--- config.mk ---
export PLATFORM = sky130hd
export DESIGN_NAME = fir_mac_engine
export DESIGN_NICKNAME = d
export VERILOG_FILES = /design/src/rtl/fir_pkg.sv /design/src/rtl/fir_delay_line.sv /design/src/rtl/fir_mac_engine.sv
export SDC_FILE = /design/constraint.sdc
export NUM_CORES = 2
export LEC_CHECK = 0
export ABC_AREA = 0
export CAP_MARGIN = 20
export CELL_PAD_IN_SITES_DETAIL_PLACEMENT = 1
export CELL_PAD_IN_SITES_GLOBAL_PLACEMENT = 1
export CORE_MARGIN = 2
export CORE_UTILIZATION = 30
export CTS_BUF_LIST = sky130_fd_sc_hd__clkbuf_16
export DETAILED_ROUTE_END_ITERATION = 6
export DONT_BUFFER_PORTS = 1
export PLACE_DENSITY_LB_ADDON = 0.1
export SYNTH_ARGS = -nofsm -noshare
export SYNTH_HDL_FRONTEND = slang
export SYNTH_HIERARCHICAL = 1
export SYNTH_SLANG_ARGS = --single-unit
--- constraint.sdc ---
create_clock -name clk -period 20.2 [get_ports clk]
set_input_delay 4.04 -clock clk [delete_from_list [all_inputs] [get_ports clk]]
set_output_delay 4.04 -clock clk [all_outputs]
set_load 0.01 [all_outputs]
--- src/rtl/fir_pkg.sv ---
// Shared FIR datapath definitions: FSM encoding, width helper and the
// round-half-up / saturate step used by every FIR output stage.
package fir_pkg;

  typedef enum logic [2:0] {IDLE, MAC, DRAIN, ROUND, HOLD} state_t;

  localparam int RS_W = 64;

  typedef struct packed {
    logic signed [RS_W-1:0] val;
    logic                   sat;
  } rs_t;

  // Minimum 1 so a 1-entry index still gets a real port.
  function automatic int clog2(input int v);
    int r;
    r = 1;
    for (int i = 1; i < 31; i++)
      if ((1 << i) < v) r = i + 1;
    return r;
  endfunction

  function automatic rs_t round_sat(input logic signed [RS_W-1:0] a,
                                    input int shift, input int out_w);
    logic signed [RS_W-1:0] r, hi, lo;
    rs_t o;
    if (shift > 0) r = (a + (64'sd1 <<< (shift - 1))) >>> shift;
    else           r = a;
    hi = (64'sd1 <<< (out_w - 1)) - 64'sd1;
    lo = -hi - 64'sd1;
    o.val = r;
    o.sat = 1'b0;
    if (r > hi) begin
      o.val = hi;
      o.sat = 1'b1;
    end else if (r < lo) begin
      o.val = lo;
      o.sat = 1'b1;
    end
    return o;
  endfunction

endpackage

--- src/rtl/fir_delay_line.sv ---
// Circular sample buffer; read port returns the sample 'offset' writes back
// from the most recent one.
module fir_delay_line
  import fir_pkg::*;
#(
  parameter int NUM_TAPS = 8,
  parameter int WIDTH    = 16,
  parameter int AW       = clog2(NUM_TAPS)
)(
  input  logic                    clk,
  input  logic                    reset,
  input  logic                    we,
  input  logic signed [WIDTH-1:0] wdata,
  input  logic                    advance,
  input  logic [AW-1:0]           offset,
  output logic signed [WIDTH-1:0] rdata
);

  localparam logic [AW-1:0] LAST = AW'(NUM_TAPS - 1);

  logic signed [WIDTH-1:0] mem [NUM_TAPS];
  logic [AW-1:0]           wr_ptr, rd_idx;

  // Modulo arithmetic in AW bits stays correct even when NUM_TAPS == 2**AW.
  always_comb begin
    if (wr_ptr >= offset) rd_idx = wr_ptr - offset;
    else                  rd_idx = wr_ptr + AW'(NUM_TAPS) - offset;
  end

  assign rdata = mem[rd_idx];

  always_ff @(posedge clk or posedge reset) begin
    if (reset) begin
      wr_ptr <= '0;
      for (int i = 0; i < NUM_TAPS; i++) mem[i] <= '0;
    end else begin
      if (we) mem[wr_ptr] <= wdata;
      if (advance) wr_ptr <= (wr_ptr == LAST) ? '0 : wr_ptr + 1'b1;
    end
  end

endmodule

--- src/rtl/fir_mac_engine.sv ---
// Time-multiplexed N-tap FIR: one MAC per cycle over the delay line, then
// round/saturate into a held valid/ready output.
module fir_mac_engine
  import fir_pkg::*;
#(
  parameter int INPUT_WIDTH  = 16,
  parameter int COEFF_WIDTH  = 16,
  parameter int NUM_TAPS     = 8,
  parameter int ACCUM_WIDTH  = INPUT_WIDTH + COEFF_WIDTH + clog2(NUM_TAPS),
  parameter int OUTPUT_WIDTH = 16,
  parameter int OUT_SHIFT    = 15
)(
  input  logic                           clk,
  input  logic                           reset,
  input  logic                           in_valid,
  output logic                           in_ready,
  input  logic signed [INPUT_WIDTH-1:0]  in_sample,
  input  logic                           coef_we,
  input  logic [clog2(NUM_TAPS)-1:0]     coef_addr,
  input  logic signed [COEFF_WIDTH-1:0]  coef_data,
  output logic                           out_valid,
  input  logic                           out_ready,
  output logic signed [OUTPUT_WIDTH-1:0] out_data,
  output logic                           out_sat,
  output logic                           busy
);

  localparam int AW = clog2(NUM_TAPS);
  localparam int PW = INPUT_WIDTH + COEFF_WIDTH;
  localparam logic [AW-1:0] LAST = AW'(NUM_TAPS - 1);

  state_t                        state;
  logic [AW-1:0]                 k;
  logic signed [COEFF_WIDTH-1:0] coef [NUM_TAPS];
  logic signed [PW-1:0]          prod_r;
  logic signed [ACCUM_WIDTH-1:0] acc;
  logic signed [INPUT_WIDTH-1:0] tap;
  logic                          pend_vld;
  logic [AW-1:0]                 pend_addr;
  logic signed [COEFF_WIDTH-1:0] pend_data;
  logic                          accept, coef_ok;
  rs_t                           rs;
  logic                          unused_rs_hi;

  assign accept  = (state == IDLE) && in_valid;
  assign coef_ok = coef_we && (int'(coef_addr) < NUM_TAPS);

  always_comb rs = round_sat(RS_W'(acc), OUT_SHIFT, OUTPUT_WIDTH);
  assign unused_rs_hi = ^rs.val[RS_W-1:OUTPUT_WIDTH];

  fir_delay_line #(.NUM_TAPS(NUM_TAPS), .WIDTH(INPUT_WIDTH), .AW(AW)) u_dline (
    .clk     (clk),
    .reset   (reset),
    .we      (accept),
    .wdata   (in_sample),
    .advance (state == DRAIN),
    .offset  (k),
    .rdata   (tap)
  );

  always_ff @(posedge clk or posedge reset) begin
    if (reset) begin
      state     <= IDLE;
      in_ready  <= 1'b1;
      busy      <= 1'b0;
      out_valid <= 1'b0;
      out_data  <= '0;
      out_sat   <= 1'b0;
      k         <= '0;
      acc       <= '0;
      prod_r    <= '0;
      pend_vld  <= 1'b0;
      pend_addr <= '0;
      pend_data <= '0;
      for (int i = 0; i < NUM_TAPS; i++) coef[i] <= '0;
    end else begin
      case (state)
        IDLE: begin
          // A write landing with an accept is parked so the sample just
          // taken still uses the old coefficient set.
          if (coef_ok) begin
            if (accept) begin
              pend_vld  <= 1'b1;
              pend_addr <= coef_addr;
              pend_data <= coef_data;
            end else begin
              coef[coef_addr] <= coef_data;
            end
          end
          if (accept) begin
            state    <= MAC;
            in_ready <= 1'b0;
            busy     <= 1'b1;
            k        <= '0;
            acc      <= '0;
          end
        end
        MAC: begin
          prod_r <= tap * coef[k];
          if (k != '0) acc <= acc + ACCUM_WIDTH'(prod_r);
          if (k == LAST) state <= DRAIN;
          else           k     <= k + 1'b1;
        end
        DRAIN: begin
          acc   <= acc + ACCUM_WIDTH'(prod_r);
          state <= ROUND;
        end
        ROUND: begin
          out_data  <= rs.val[OUTPUT_WIDTH-1:0];
          out_sat   <= rs.sat;
          out_valid <= 1'b1;
          state     <= HOLD;
        end
        HOLD: begin
          if (out_ready) begin
            out_valid <= 1'b0;
            in_ready  <= 1'b1;
            busy      <= 1'b0;
            state     <= IDLE;
            if (pend_vld) begin
              coef[pend_addr] <= pend_data;
              pend_vld        <= 1'b0;
            end
          end
        end
        default: state <= IDLE;
      endcase
    end
  end

endmodule

==> run metrics <==
Final Skew 0.0236 ns; DR top layer met4; YS warnings 6; Ant. Diodes 0; wire length on met1 39600 um; share of the synthesized area in the top cell type 0.320; Slew HR 0.278; Avg Inst Size Synth 10.7 um2; Core Area 0.0963 mm2; sequential area share after synthesis 0.321; initial antenna violation count 0; outcome completed; largest net degree at the start of global routing 122; hold violation count in the final report 0; DP Wirelength 62800 um; # rows 114; post-synth cell types 84; Hold Buf Count CTS 0; die area 0.0993 mm2; fin cells 3963; Hold Path Class flop to flop; clk slew on worst S/H paths 0.06 ns; Area Overhead vs Synth 10.4%; CTS Sinks 372; asr flop ratio synth 1.00; Starting Density 0.302; Placed Cells 3874; die width 315 um; Cells after Synth 2704; CTS max path bufs 3; worst-margin pin slew 1.08 ns; CP Data Required Time 20.69 ns; synthesized area 0.0290 mm2; initial drt markers 888; fin crit share 0.416; fmax 119 MHz; clock root buffer clkbuf_16; Crit Path Max Fanout 32; most common cell after layout, fill and taps aside dfrtp_1; main flop type after synthesis dfrtp_1; cts bufs inserted 48; Vias/cell 5.08; Met2 Wirelength 45700 um; Post-CTS Setup Bufs 0; EDFF count, synth 0; Chip Height 315 um; Max-cap violations 0; routed wire length 90100 um; layout cells sized above 1 0.152; routed wl met3 2410 um; Area contributors post-synth dfrtp_1 32%, fa_1 18%, mux2_2 7.0%, ha_1 5.3%, mux4_2 5.0%; post-synth top area cell dfrtp_1; gr ovfl total 0; RSZ-0062 raised after global routing false; routed len/inst 22.7 um; most frequent cells in the layout 370 x dfrtp_1, 318 x inv_1, 305 x nand2_1; #FFs+latches synth 372; Setup crit end kind flop; I/O Pins 60; H-Tree Depth 2; # DRC 0; post_cts resized 0; crit path DAT 8.89 ns; Final Critical Period 8.40 ns; TritonRoute pass-1 iters 5; critical path startpoint category flop; setup TNS 0 ns; Mapped Nets 3131; Final Wtd Congestion 0.783; Port Buf Inserts 0; TritonCTS clock tree done; first-pass GRT wire length 141000 um; Worst Setup Path Type flop to flop; Clock Latency Late Sink 0.64 ns; global-route usage over all layers 0.185; vias in the first global route 22700; final net count 3075; DR vias 20100; final setup vio count 0; Final Slew Violations 0; antenna viol nets, final 0
## flip-flops by register name, summed over array words and instances (netlist names), 3 cells and up
name / count
u_dline/mem: 128
u_dline/wr_ptr: 3
state: 3
acc: 35
coef: 128
pend_data: 16
out_data: 16
k: 3
pend_addr: 3
prod_r: 32
## path summary, 6_finish.rpt
kind,startpoint,endpoint,slack (ns),depth (start not counted)
max,u_dline/wr_ptr[0]$_DFFE_PP0P_,prod_r[30]$_DFFE_PP0P_,11.80,25
min,coef[70]$_DFFE_PP0P_,coef[70]$_DFFE_PP0P_,0.47,2
max reg2reg,u_dline/wr_ptr[0]$_DFFE_PP0P_,prod_r[30]$_DFFE_PP0P_,11.80,25
min reg2reg,coef[70]$_DFFE_PP0P_,coef[70]$_DFFE_PP0P_,0.47,2
max in group asynchronous,reset,prod_r[11]$_DFFE_PP0P_,15.33,2
min in group asynchronous,reset,u_dline/wr_ptr[2]$_DFFE_PP0P_,3.39,1
## critical path, cell delays in order, from the launching register on
cell	delay, ns
dfrtp_1	0.66
inv_1	0.13
ha_2	0.34
buf_4	0.56
mux4_2	0.59
mux2_4	0.39
nor2b_1	0.18
fa_1	0.55
inv_1	0.06
fa_1	0.46
fa_1	0.49
fa_1	0.54
inv_1	0.05
fa_1	0.47
inv_1	0.05
fa_1	0.47
inv_1	0.04
ha_1	0.36
and3_1	0.18
o211ai_1	0.15
a31oi_2	0.30
a31oi_1	0.22
a2111oi_0	0.52
o22ai_1	0.20
xor2_1	0.17
o21ai_1	0.07
## logic make-up after synthesis
group | after synthesis | synth area share
muxes | 265 | 0.128
buffers and inverters | 454 | 0.0613
and+or+nand+nor | 626 | 0.105
xor gates and xnor gates | 79 | 0.0243
DFF | 372 | 0.321
adders and majority gates | 388 | 0.235
AOI/OAI and AO/OA | 520 | 0.125
## per-layer routing
metal,global-route usage,vias to the layer above
met5,0,-
li1,-,9103
met4,0.0558,0
met1,0.234,10600
met2,0.329,282
met3,0.0218,135
## stage by stage
step / worst slack [ns] / hold WS, ns / area [um2] / utilization
3_5_place_dp: 11.71 / 0.472 / 30500 / 0.317
3_3_place_gp: 11.89 / 0.457 / 30500 / 0.317
2_1_floorplan: 9.55 / 0.445 / 29000 / -
5_1_grt: 11.09 / 0.503 / 32100 / 0.333
4_1_cts: 11.65 / 0.484 / 32100 / 0.333
6_report: 11.80 / 0.474 / 32100 / 0.333
## synthesized netlist by cell type, types with 6 or more instances
library cell,count
a22o_1,7
o21ai_1,11
fa_1,264
o21a_1,72
o221ai_1,64
o21bai_1,14
mux2_4,10
clkbuf_1,106
mux2_2,180
a21oi_1,56
a31oi_1,9
and2_1,48
nand2_1,305
nor3b_1,6
mux4_2,64
nor2b_1,86
nand3_1,23
buf_4,6
xnor2_1,42
xor2_1,36
a32oi_1,16
a21o_1,29
nor2_1,75
o211ai_1,9
buf_2,25
nand4_1,7
nand3b_1,8
o22a_1,48
ha_1,123
mux2i_1,11
dfrtp_1,371
nand2b_1,20
inv_1,310
and3_1,6
o21ai_0,146
## layout make-up
| type | instances | area [um2] |
|---|---|---|
| fillers | 10600 | 64200 |
| clock inverters | 41 | 389 |
| inverters | 310 | 1170 |
| clock buffers | 48 | 1200 |
| multi-input cells | 1878 | 18100 |
| flip-flops and latches | 372 | 9310 |
| repair buffers | 38 | 298 |
| well taps | 1276 | 1600 |
Power is not shown: default switching activity piles up to over one toggle a cycle in this logic, so the estimate is an artifact.
